==> config.mk <==
export PLATFORM = sky130hd
export DESIGN_NAME = wb_spi_master_fifo
export DESIGN_NICKNAME = d
export VERILOG_FILES = /design/src/rtl/wb_spi_master_fifo.sv
export SDC_FILE = /design/constraint.sdc
export NUM_CORES = 1
export LEC_CHECK = 0
export CAP_MARGIN = 20
export CORE_UTILIZATION = 25
export DETAILED_ROUTE_END_ITERATION = 12
export SLEW_MARGIN = 30
export SYNTH_ARGS = -nofsm -noshare
export SYNTH_HDL_FRONTEND = slang
export SYNTH_SLANG_ARGS = --single-unit
==> constraint.sdc <==
create_clock -name clk_i -period 3.9 [get_ports clk_i]
set_input_delay 0.975 -clock clk_i [delete_from_list [all_inputs] [get_ports clk_i]]
set_output_delay 0.975 -clock clk_i [all_outputs]
set_load 0.03 [all_outputs]
==> src/rtl/wb_spi_master_fifo.sv <==
// wb_spi_master_fifo: Wishbone-slave SPI master with TX/RX FIFOs.
//
// Supports all four SPI modes, MSB- or LSB-first frames and a programmable SCK divider
// (half-period = CLKDIV+1 clk cycles). It has one-hot active-low chip selects with an optional
// hold between transfers, and a level IRQ on TX-empty, RX-threshold or RX-overrun.
//
// Ports:
//   clk_i, rst_ni         system clock, asynchronous active-low reset
//   cyc_i, stb_i, we_i    Wishbone cycle / strobe / write enable
//   adr_i[2:0]            register word address
//   dat_i[31:0], dat_o    write / registered read data (valid with ack_o)
//   ack_o                 one-cycle acknowledge, the cycle after a request
//   sck_o, mosi_o, miso_i SPI clock, data out, data in
//   cs_no[N_CS-1:0]       active-low chip selects
//   irq_o                 registered level interrupt
//
// Register map (word address):
//   0 CTRL    [0]EN [1]CPOL [2]CPHA [3]LSB_FIRST [4]IE_TXE [5]IE_RXT [6]IE_OVR [7]LOOP
//   1 STATUS  [0]TX_EMPTY [1]TX_FULL [2]RX_EMPTY [3]RX_FULL [4]BUSY [5]OVR (write 1 clears)
//   2 DATA    write pushes TX, read pops RX (0 when empty)
//   3 CLKDIV  [15:0]
//   4 CS      [N_CS-1:0] select, [8] CS_HOLD
//   5 RXTHR   RX threshold (0 disables the threshold interrupt)
//
// Build option: define SPI_LOOPBACK_EN to enable CTRL[7] LOOP, which feeds mosi back into the
// receive sampler instead of miso_i. Without it CTRL[7] reads 0.

module wb_spi_master_fifo #(
  parameter int unsigned DATA_W     = 8,
  parameter int unsigned FIFO_DEPTH = 8,
  parameter int unsigned N_CS       = 1
) (
  input  logic            clk_i,
  input  logic            rst_ni,
  input  logic            cyc_i,
  input  logic            stb_i,
  input  logic            we_i,
  input  logic [2:0]      adr_i,
  input  logic [31:0]     dat_i,
  output logic [31:0]     dat_o,
  output logic            ack_o,
  output logic            sck_o,
  output logic            mosi_o,
  input  logic            miso_i,
  output logic [N_CS-1:0] cs_no,
  output logic            irq_o
);

  localparam int unsigned AW = (FIFO_DEPTH > 1) ? $clog2(FIFO_DEPTH) : 1;
  localparam int unsigned CW = AW + 1;
  localparam logic [CW-1:0]     FifoFull = CW'(FIFO_DEPTH);
  localparam logic [6:0]        LastEdge = 7'(2 * DATA_W - 1);
  localparam logic [DATA_W-1:0] TopBit   = DATA_W'(1) << (DATA_W - 1);
`ifdef SPI_LOOPBACK_EN
  localparam logic [7:0]        CtrlMask = 8'hFF;
`else
  localparam logic [7:0]        CtrlMask = 8'h7F;
`endif

  localparam logic [1:0] StIdle  = 2'd0;
  localparam logic [1:0] StLoad  = 2'd1;
  localparam logic [1:0] StShift = 2'd2;
  localparam logic [1:0] StDone  = 2'd3;

  // Registers
  logic            ack_q;
  logic [31:0]     dat_q;
  logic [31:0]     rdata;
  logic [7:0]      ctrl_q;
  logic            ovr_q;
  logic [15:0]     clkdiv_q;
  logic [N_CS-1:0] cs_sel_q;
  logic            cs_hold_q;
  logic [CW-1:0]   rxthr_q;
  logic            irq_q;

  // FIFOs
  logic [DATA_W-1:0] tx_mem [FIFO_DEPTH];
  logic [DATA_W-1:0] rx_mem [FIFO_DEPTH];
  logic [AW-1:0]     tx_wr_q, tx_rd_q, rx_wr_q, rx_rd_q;
  logic [CW-1:0]     tx_cnt_q, rx_cnt_q;
  logic              tx_empty, tx_full, rx_empty, rx_full;
  logic              tx_push, tx_pop, rx_push, rx_pop;

  // Engine
  logic [1:0]        state_q;
  logic [15:0]       cnt_q, div_q;
  logic [6:0]        edge_q;
  logic              sck_q, mosi_q, cpha_q, lsb_q;
  logic [N_CS-1:0]   cs_q;
  logic [DATA_W-1:0] tx_sh_q, rx_sh_q, tx_head;
  logic              busy, half_done, sample, rx_push_req, ovr_set, din, en;

  logic bus_req, bus_wr, bus_rd;
  logic unused_dat;

  assign unused_dat = ^dat_i[31:16];

  assign bus_req = cyc_i & stb_i & ~ack_q;
  assign bus_wr  = bus_req & we_i;
  assign bus_rd  = bus_req & ~we_i;
  assign en      = ctrl_q[0];

  assign tx_empty = (tx_cnt_q == '0);
  assign tx_full  = (tx_cnt_q == FifoFull);
  assign rx_empty = (rx_cnt_q == '0);
  assign rx_full  = (rx_cnt_q == FifoFull);

  assign tx_push = bus_wr & (adr_i == 3'd2) & ~tx_full;
  assign rx_pop  = bus_rd & (adr_i == 3'd2) & ~rx_empty;
  assign tx_pop  = (state_q == StLoad);
  assign tx_head = tx_mem[tx_rd_q];

  assign busy        = (state_q != StIdle);
  assign half_done   = (cnt_q == div_q);
  // Even edge index is the leading edge; CPHA selects which edge samples.
  assign sample      = ~edge_q[0] ^ cpha_q;
  // Push on the first DONE cycle so the final sample has landed in rx_sh_q.
  assign rx_push_req = (state_q == StDone) & (cnt_q == '0);
  assign rx_push     = rx_push_req & ~rx_full;
  assign ovr_set     = rx_push_req & rx_full;

`ifdef SPI_LOOPBACK_EN
  assign din = ctrl_q[7] ? mosi_q : miso_i;
`else
  assign din = miso_i;
`endif

  function automatic logic first_bit(logic [DATA_W-1:0] d, logic lsb);
    return lsb ? d[0] : d[DATA_W-1];
  endfunction

  function automatic logic [DATA_W-1:0] shift_out(logic [DATA_W-1:0] d, logic lsb);
    return lsb ? (d >> 1) : (d << 1);
  endfunction

  function automatic logic [DATA_W-1:0] sample_in(logic [DATA_W-1:0] d, logic lsb, logic b);
    return lsb ? ((d >> 1) | (b ? TopBit : '0)) : ((d << 1) | DATA_W'(b));
  endfunction

  // Register read mux
  always_comb begin
    rdata = '0;
    case (adr_i)
      3'd0: rdata[7:0] = ctrl_q;
      3'd1: rdata[5:0] = {ovr_q, busy, rx_full, rx_empty, tx_full, tx_empty};
      3'd2: if (!rx_empty) rdata[DATA_W-1:0] = rx_mem[rx_rd_q];
      3'd3: rdata[15:0] = clkdiv_q;
      3'd4: begin
        rdata[N_CS-1:0] = cs_sel_q;
        rdata[8]        = cs_hold_q;
      end
      3'd5: rdata[CW-1:0] = rxthr_q;
      default: ;
    endcase
  end

  // Bus interface and control registers
  always_ff @(posedge clk_i or negedge rst_ni) begin
    if (!rst_ni) begin
      ack_q     <= 1'b0;
      dat_q     <= '0;
      ctrl_q    <= '0;
      ovr_q     <= 1'b0;
      clkdiv_q  <= '0;
      cs_sel_q  <= '0;
      cs_hold_q <= 1'b0;
      rxthr_q   <= '0;
      irq_q     <= 1'b0;
    end else begin
      ack_q <= bus_req;
      dat_q <= bus_rd ? rdata : '0;
      if (bus_wr) begin
        case (adr_i)
          3'd0: ctrl_q <= dat_i[7:0] & CtrlMask;
          3'd3: clkdiv_q <= dat_i[15:0];
          3'd4: begin
            cs_sel_q  <= dat_i[N_CS-1:0];
            cs_hold_q <= dat_i[8];
          end
          3'd5: rxthr_q <= dat_i[CW-1:0];
          default: ;
        endcase
      end
      // A new overrun wins over a simultaneous clear.
      if (ovr_set) begin
        ovr_q <= 1'b1;
      end else if (bus_wr && adr_i == 3'd1 && dat_i[5]) begin
        ovr_q <= 1'b0;
      end
      irq_q <= (ctrl_q[4] & tx_empty & ~busy) |
               (ctrl_q[5] & (rx_cnt_q >= rxthr_q) & (rxthr_q != '0)) |
               (ctrl_q[6] & ovr_q);
    end
  end

  // FIFO storage, no reset needed
  always_ff @(posedge clk_i) begin
    if (tx_push) tx_mem[tx_wr_q] <= dat_i[DATA_W-1:0];
    if (rx_push) rx_mem[rx_wr_q] <= rx_sh_q;
  end

  always_ff @(posedge clk_i or negedge rst_ni) begin
    if (!rst_ni) begin
      tx_wr_q  <= '0;
      tx_rd_q  <= '0;
      tx_cnt_q <= '0;
      rx_wr_q  <= '0;
      rx_rd_q  <= '0;
      rx_cnt_q <= '0;
    end else begin
      if (tx_push) tx_wr_q <= tx_wr_q + 1'b1;
      if (tx_pop)  tx_rd_q <= tx_rd_q + 1'b1;
      if (rx_push) rx_wr_q <= rx_wr_q + 1'b1;
      if (rx_pop)  rx_rd_q <= rx_rd_q + 1'b1;
      case ({tx_push, tx_pop})
        2'b10:   tx_cnt_q <= tx_cnt_q + 1'b1;
        2'b01:   tx_cnt_q <= tx_cnt_q - 1'b1;
        default: ;
      endcase
      case ({rx_push, rx_pop})
        2'b10:   rx_cnt_q <= rx_cnt_q + 1'b1;
        2'b01:   rx_cnt_q <= rx_cnt_q - 1'b1;
        default: ;
      endcase
    end
  end

  // SPI engine. Mode, bit order and divider are latched in LOAD so mid-frame
  // register writes only affect the next frame.
  always_ff @(posedge clk_i or negedge rst_ni) begin
    if (!rst_ni) begin
      state_q <= StIdle;
      cnt_q   <= '0;
      div_q   <= '0;
      edge_q  <= '0;
      sck_q   <= 1'b0;
      mosi_q  <= 1'b0;
      cpha_q  <= 1'b0;
      lsb_q   <= 1'b0;
      cs_q    <= '1;
      tx_sh_q <= '0;
      rx_sh_q <= '0;
    end else begin
      case (state_q)
        StIdle: begin
          sck_q <= ctrl_q[1];
          if (!cs_hold_q) cs_q <= '1;
          if (en && !tx_empty) state_q <= StLoad;
        end
        StLoad: begin
          state_q <= StShift;
          cnt_q   <= '0;
          edge_q  <= '0;
          div_q   <= clkdiv_q;
          cpha_q  <= ctrl_q[2];
          lsb_q   <= ctrl_q[3];
          sck_q   <= ctrl_q[1];
          cs_q    <= ~cs_sel_q;
          rx_sh_q <= '0;
          // CPHA=0 needs the first bit on MOSI before the first leading edge.
          if (ctrl_q[2]) begin
            tx_sh_q <= tx_head;
          end else begin
            mosi_q  <= first_bit(tx_head, ctrl_q[3]);
            tx_sh_q <= shift_out(tx_head, ctrl_q[3]);
          end
        end
        StShift: begin
          if (half_done) begin
            cnt_q  <= '0;
            sck_q  <= ~sck_q;
            edge_q <= edge_q + 7'd1;
            if (sample) begin
              rx_sh_q <= sample_in(rx_sh_q, lsb_q, din);
            end else begin
              mosi_q  <= first_bit(tx_sh_q, lsb_q);
              tx_sh_q <= shift_out(tx_sh_q, lsb_q);
            end
            if (edge_q == LastEdge) state_q <= StDone;
          end else begin
            cnt_q <= cnt_q + 16'd1;
          end
        end
        StDone: begin
          if (half_done) begin
            cnt_q <= '0;
            if (en && !tx_empty) begin
              state_q <= StLoad;
            end else begin
              state_q <= StIdle;
              if (!cs_hold_q) cs_q <= '1;
            end
          end else begin
            cnt_q <= cnt_q + 16'd1;
          end
        end
        default: state_q <= StIdle;
      endcase
    end
  end

  assign ack_o  = ack_q;
  assign dat_o  = dat_q;
  assign sck_o  = sck_q;
  assign mosi_o = mosi_q;
  assign cs_no  = cs_q;
  assign irq_o  = irq_q;

endmodule

==> results of run 1 <==
[power breakdown]
| part | switching (W) | total, W | internal, W |
|---|---|---|---|
| Sequential | 0.000543 | 0.00381 | 0.00327 |
| Clock | 0.00111 | 0.00265 | 0.00154 |
| Combinational | 0.00127 | 0.00245 | 0.00118 |
[worst paths after layout]
check / start / endpoint / cells after the start
worst max-delay path: state_q[1] / rx_cnt_q[3] / 11
worst min-delay path: rst_ni / tx_rd_q[0] / 1
worst max register to register: state_q[1] / rx_cnt_q[3] / 11
worst min register to register: ack_o / ack_o / 1
max in group asynchronous: rst_ni / ctrl_q[2] / 2
min in group clk_i: ack_o / ack_o / 1
[flip-flops by register name, summed over array words and instances (netlist names), 2 cells and up]
register / flops
tx_sh_q: 8
edge_q: 7
state_q: 2
cnt_q: 16
rx_wr_q: 3
div_q: 16
rx_cnt_q: 4
tx_wr_q: 3
ctrl_q: 7
tx_cnt_q: 4
tx_rd_q: 3
rxthr_q: 4
rx_rd_q: 3
rx_mem: 64
rx_sh_q: 8
tx_mem: 64
clkdiv_q: 16
dat_o: 16
[routing by layer]
metal	vias up	track usage, %	share of wire, %
met1	3577	14.7	47
met4	0	3.06	2.1
met5	-	0	0
li1	3299	-	-
met2	160	17.8	47
met3	27	1.46	3.7
[layout make-up]
type | count | area share [%]
Sequential cell | 258 | 51.1
Multi-Input combinational cell | 539 | 31.0
Tap cell | 607 | 5.46
Clock buffer | 32 | 5.22
Timing Repair Buffer | 78 | 5.12
Clock inverter | 20 | 1.48
Inverter | 26 | 0.702
[critical path, stage by stage, from the launching register on]
cell and delay, ns:
dfrtp_1 0.42, ha_1 0.23, inv_1 0.11, nor4_1 0.22
nand4_1 0.26, a21oi_1 0.19, buf_4 0.18, inv_1 0.07
ha_1 0.24, or4b_2 0.67, a211oi_1 0.29, xor2_1 0.16
[logic make-up after synthesis]
kind of cell	after synthesis	share of synthesized area, %
multiplexers	128	15.1
adder cells (fa/ha/maj)	21	2.23
other	1	0.0318
XOR/XNOR	48	3.63
buffers and inverters	85	3.86
flip-flops	258	60.2
AND/OR/NAND/NOR	214	9.03
AO/OA/AOI/OAI	112	5.92
[cells in the final DEF (no fill, tap or decap), drive strengths merged, types with 3 or more instances in the layout]
cell type        n
mux4            32
clkbuf          32
and2             9
nand2b           9
o221ai           7
o21ai           51
buf             34
mux2            66
a22o             3
clkdlybuf4s50   44
nor2            52
nor3            15
nor4b            3
edfxtp         128
nand4           13
o22ai            3
dfrtp          129
nor2b            3
a222oi           5
a21o             4
nor4             6
nor3b            4
ha              21
mux2i           30
clkinvlp         6
a211oi           3
nand2           65
inv             28
clkinv           9
nand3           22
conb            16
bufinv           3
xnor2           26
and3             4
a21oi           20
xor2            22
[per-stage QoR]
stage | hold slack [ns] | total power [W] | std cells | area [um^2] | setup WS (ns)
detailed placement | 0.463 | 0.00634 | 1508 | 13000 | 0.490
CTS | 0.475 | 0.00902 | 1560 | 13900 | 0.765
finish | 0.449 | 0.00892 | 1560 | 13900 | 0.810
global placement | 0.470 | 0.00628 | 1508 | 13000 | 0.480
floorplan | 0.448 | 0.00564 | 882 | 11900 | 0.808
global route | 0.503 | 0.00944 | 1560 | 13900 | 0.598
==> run_results.csv, run 1 <==
group,metric,value,unit
die,die_area,48000,um^2
synthesis,yosysWarnings,0,
global_route,antenna_found_initial,0,
synthesis,synth_edf_count,128,
timing,tightest_slew,0.832,ns
synthesis,synth_top_area_share,32.6,%
worst_setup_path,crit_required,4.37,ns
power_and_ir_drop,ir_drop,0.406,mV
place,dp_hpwl,17300,um
clock_tree,cts.sinks,258,
cells_and_area,drive_gt1_share,19.4,%
timing,setup_viol,0,
cells_and_area,nets,993,
clock_tree,cts.clk_slew.worst_paths,0.06,ns
detailed_routing,wl,25500,um
detailed_routing,first_pass_iters,5,
worst_setup_path,startpoint_type,"flop",
synthesis,syn_avg_cell_area,13.6,um^2
worst_setup_path,worstPathMaxFanout,6,
worst_setup_path,crit_arrival,3.56,ns
clock_tree,ctsResizeCount,0,
worst_setup_path,worst_setup_path_end_kind,"flop",
synthesis,synth_ff_type,"dfrtp_1",
die,start_util,25.3,%
flow_run,drv_cap,0,
clock_tree,insertion_delay,0.55,ns
timing,slew_viol_final,0,
worst_setup_path,rrSetupSlack,0.81,ns
die,die_w,219,um
timing,setup_tns,0,ns
detailed_routing,drc,0,
place,io_buffers,45,
die,io_pins,78,
cells_and_area,nFillCells,4635,
detailed_routing,initialDrtViolationCount,464,
detailed_routing,via_per_inst,4.53,
synthesis,synth_area,11800,um^2
synthesis,netlist_top_cells_count,"dfrtp_1, edfxtp_1, mux2_2, nand2_1, nor2_1",
power_and_ir_drop,power.leakage,5.19,nW
synthesis,synth.ff_latch_count,258,
die,core,46600,um^2
place,gp_congestion,0.809,
global_route,globalRouteOverflowTotal,0,
cells_and_area,multi_input_area,4310,um^2
synthesis,yosysSeqAreaShare,60.2,%
power_and_ir_drop,power.density,641,nW/um^2
clock_tree,ctsLongestPathBuffers,3,
cells_and_area,area_growth_syn_to_layout,17.9,%
global_route,grt_pass1_vias,7137,
global_route,grt_use_total,10.8,%
worst_setup_path,critical_path_class,"flop to flop",
timing,relSlewSlack,44.5,%
clock_tree,cts_root_buf,"clkbuf_16",
timing,hold_viol_final,0,
die,std_cell_rows,79,
global_route,grt_pass1_wl,40500,um
synthesis,yosys.area.top_type,"edfxtp_1",
clock_tree,htreeDepth,1,
synthesis,yosys-top-cells-area,"edfxtp_1, dfrtp_1, mux2_2",
clock_tree,cts_tree,"yes",
synthesis,synthArstFlopShare,50.4,%
timing,fmax,0.324,GHz
detailed_routing,wl_per_cell,16.3,um
synthesis,synthCells,867,
timing,rsz0062_at_grt,"no",
timing,fin_crit,3.09,ns
clock_tree,cts_setup_buffers,0,
hold_path,holdCritPathClass,"input pin to async pin",
global_route,grt_max_degree,71,
detailed_routing,ant_nets,0,
timing,period_share,79.2,%
run_status,outcome,"finished clean",
clock_tree,hold_buffers,0,
cells_and_area,n_antenna_cell,0,
timing,skew,0.0273,ns
cells_and_area,post-route-util,29.9,%
cells_and_area,seqCellArea,7100,um^2
detailed_routing,vias,7063,
synthesis,yosys.cell_count.top_type,"dfrtp_1",
clock_tree,numCtsBuffers,28,
die,fp.dieH,219,um
synthesis,ys_types,67,
No activity file was read; power rests on OpenSTA's default activity.
==> run 2: changes to the inputs <==
Clock period 3.9 ns to 2.49 ns, I/O delays scaled along.
==> run 2 against run 1 <==
Non-clock buffer count is 65 higher. Setup slack worse by 0.79 ns. Largest power group unchanged. Power is 66% higher.
==> run_results.csv, run 2 (synthesis results as in run 1) <==
group,metric,value,unit
run_status,outcome,"finished clean",
worst_setup_path,crit_family,"simple AND/OR/NAND/NOR gates",
worst_setup_path,startpoint_type,"flop",
worst_setup_path,worstPathMaxFanout,3,
detailed_routing,wl_per_cell,16.1,um
detailed_routing,first_pass_iters,7,
timing,fin_ws,0.0246,ns
clock_tree,cts_tree,"yes",
cells_and_area,final_common_cell,"dfrtp_1",
timing,fin_crit,2.47,ns
cells_and_area,post-route-util,31.6,%
timing,period_share,99.0,%
clock_tree,cts_root_buf,"clkbuf_16",
hold_path,holdCritPathClass,"flop to flop",
worst_setup_path,critical_path_class,"flop to flop",
timing,setup_viol,0,
detailed_routing,ant_nets,0,
power_and_ir_drop,power.leakage,5.62,nW
timing,fmax,0.406,GHz
die,core,46600,um^2
clock_tree,numCtsBuffers,28,
clock_tree,cts.sinks,258,
clock_tree,htreeDepth,1,
cells_and_area,nets,1058,
flow_run,drv_cap,0,
detailed_routing,wl,26100,um
global_route,grt_pass1_wl,41800,um
place,dp_slack,-0.474,ns
worst_setup_path,worst_setup_path_end_kind,"flop",
cells_and_area,reg.largest.list,"rx_mem: 64 flops, tx_mem: 64 flops",
worst_setup_path,crit_required,3.00,ns
detailed_routing,initialDrtViolationCount,479,
worst_setup_path,crit_path_top_delay_cell,"or4b_4",
timing,hold_viol_final,0,
place,io_buffers,45,
global_route,globalRouteOverflowTotal,0,
power_and_ir_drop,power.density,1010,nW/um^2
global_route,grt_use_total,11.1,%
cells_and_area,nFillCells,4561,
clock_tree,cts.clk_slew.worst_paths,0.07,ns
global_route,grt_pass1_vias,7355,
die,die_area,48000,um^2
global_route,antenna_found_initial,1,
cells_and_area,fin_cells,1626,
die,std_cell_rows,79,
detailed_routing,via_per_inst,4.47,
worst_setup_path,crit_arrival,2.98,ns
worst_setup_path,crit_buf_inv,2,
timing,hold_slack,0.494,ns
place,dp_hpwl,18400,um
place,numPlacedInstances,1568,
die,io_pins,78,
timing,slew_viol_final,0,
timing,relSlewSlack,62.5,%
die,die_w,219,um
cells_and_area,drive_gt1_share,27.2,%
power_and_ir_drop,ir_drop,0.569,mV
timing,rsz0062_at_grt,"yes",
cells_and_area,most-common-layout-cells,"dfrtp_1, edfxtp_1, buf_4",
clock_tree,insertion_delay,0.58,ns
timing,tightest_slew,0.560,ns
worst_setup_path,critical_path.cell_chain,"ha_2, inv_1, nor4_2, nand4_1, a21oi_2, inv_2, ha_4, or4b_4, a211oi_2, xor2_1",
cells_and_area,area_growth_syn_to_layout,24.8,%
clock_tree,ctsLongestPathBuffers,3,
global_route,grt_max_degree,47,
worst_setup_path,critical_path.max_stage_delay,0.52,ns
detailed_routing,drc,0,
worst_setup_path,rrSetupSlack,0.02,ns
die,fp.dieH,219,um
place,gp_congestion,0.854,
detailed_routing,vias,7266,
timing,skew,0.0393,ns
die,start_util,25.3,%
timing,setup_tns,0,ns
-- run 2: final timing paths --
| kind | startpoint | end | cells after the start |
|---|---|---|---|
| max | state_q[1] | rx_cnt_q[3] | 10 |
| min | tx_cnt_q[3] | tx_cnt_q[3] | 1 |
| max reg2reg | state_q[1] | rx_cnt_q[3] | 10 |
| min reg2reg | tx_cnt_q[3] | tx_cnt_q[3] | 1 |
| max in group asynchronous | rst_ni | cs_no | 3 |
| min in group asynchronous | rst_ni | cnt_q[0] | 2 |
-- run 2: timing repair --
item / CTS / global route
resized for setup: 11 / 12
endpoints found under the setup margin: 9 / 26
buffers inserted: 2 / 2
hold endpoints to repair: 40 / 0
pin swaps: 3 / 7
hold buffers: 1 / 0
-- run 2: metal layers --
layer | vias to the layer above | wire length [um] | GRT usage [%]
li1 | 3434 | - | -
met1 | 3639 | 11500 | 14.7
met2 | 155 | 12800 | 18.7
met3 | 38 | 1200 | 1.48
met4 | 0 | 654 | 3.52
met5 | - | 0 | 0
-- run 2: power by group --
group | total (W) | switching (W) | leakage (nW) | internal (W)
clock | 0.00445 | 0.00178 | 0.470 | 0.00267
sequential | 0.00581 | 0.000689 | 2.86 | 0.00513
combinational | 0.00455 | 0.00230 | 2.28 | 0.00225
-- run 2: area by class of cell --
class,instances,area [um^2],share of cell area [%]
antenna,1,2.50,0.0170
tap,607,759,5.16
timing repair buffer,143,1250,8.49
clock inverter,21,280,1.90
multi-input combinational,539,4500,30.6
clock buffer,31,732,4.97
inverter,26,97.6,0.663
sequential,258,7100,48.2
-- run 2: worst reg2reg max path, stage by stage, from the launching register on --
cell,delay [ns]
dfrtp_1,0.36
ha_2,0.18
inv_1,0.08
nor4_2,0.16
nand4_1,0.24
a21oi_2,0.22
inv_2,0.09
ha_4,0.17
or4b_4,0.52
a211oi_2,0.21
xor2_1,0.15
-- run 2: stage by stage --
step	total power (W)	area (um^2)
2_1_floorplan	0.00891	12000
3_3_place_gp	0.0103	13600
3_5_place_dp	0.0104	13600
4_1_cts	0.0149	14600
5_1_grt	0.0157	14700
6_report	0.0148	14700
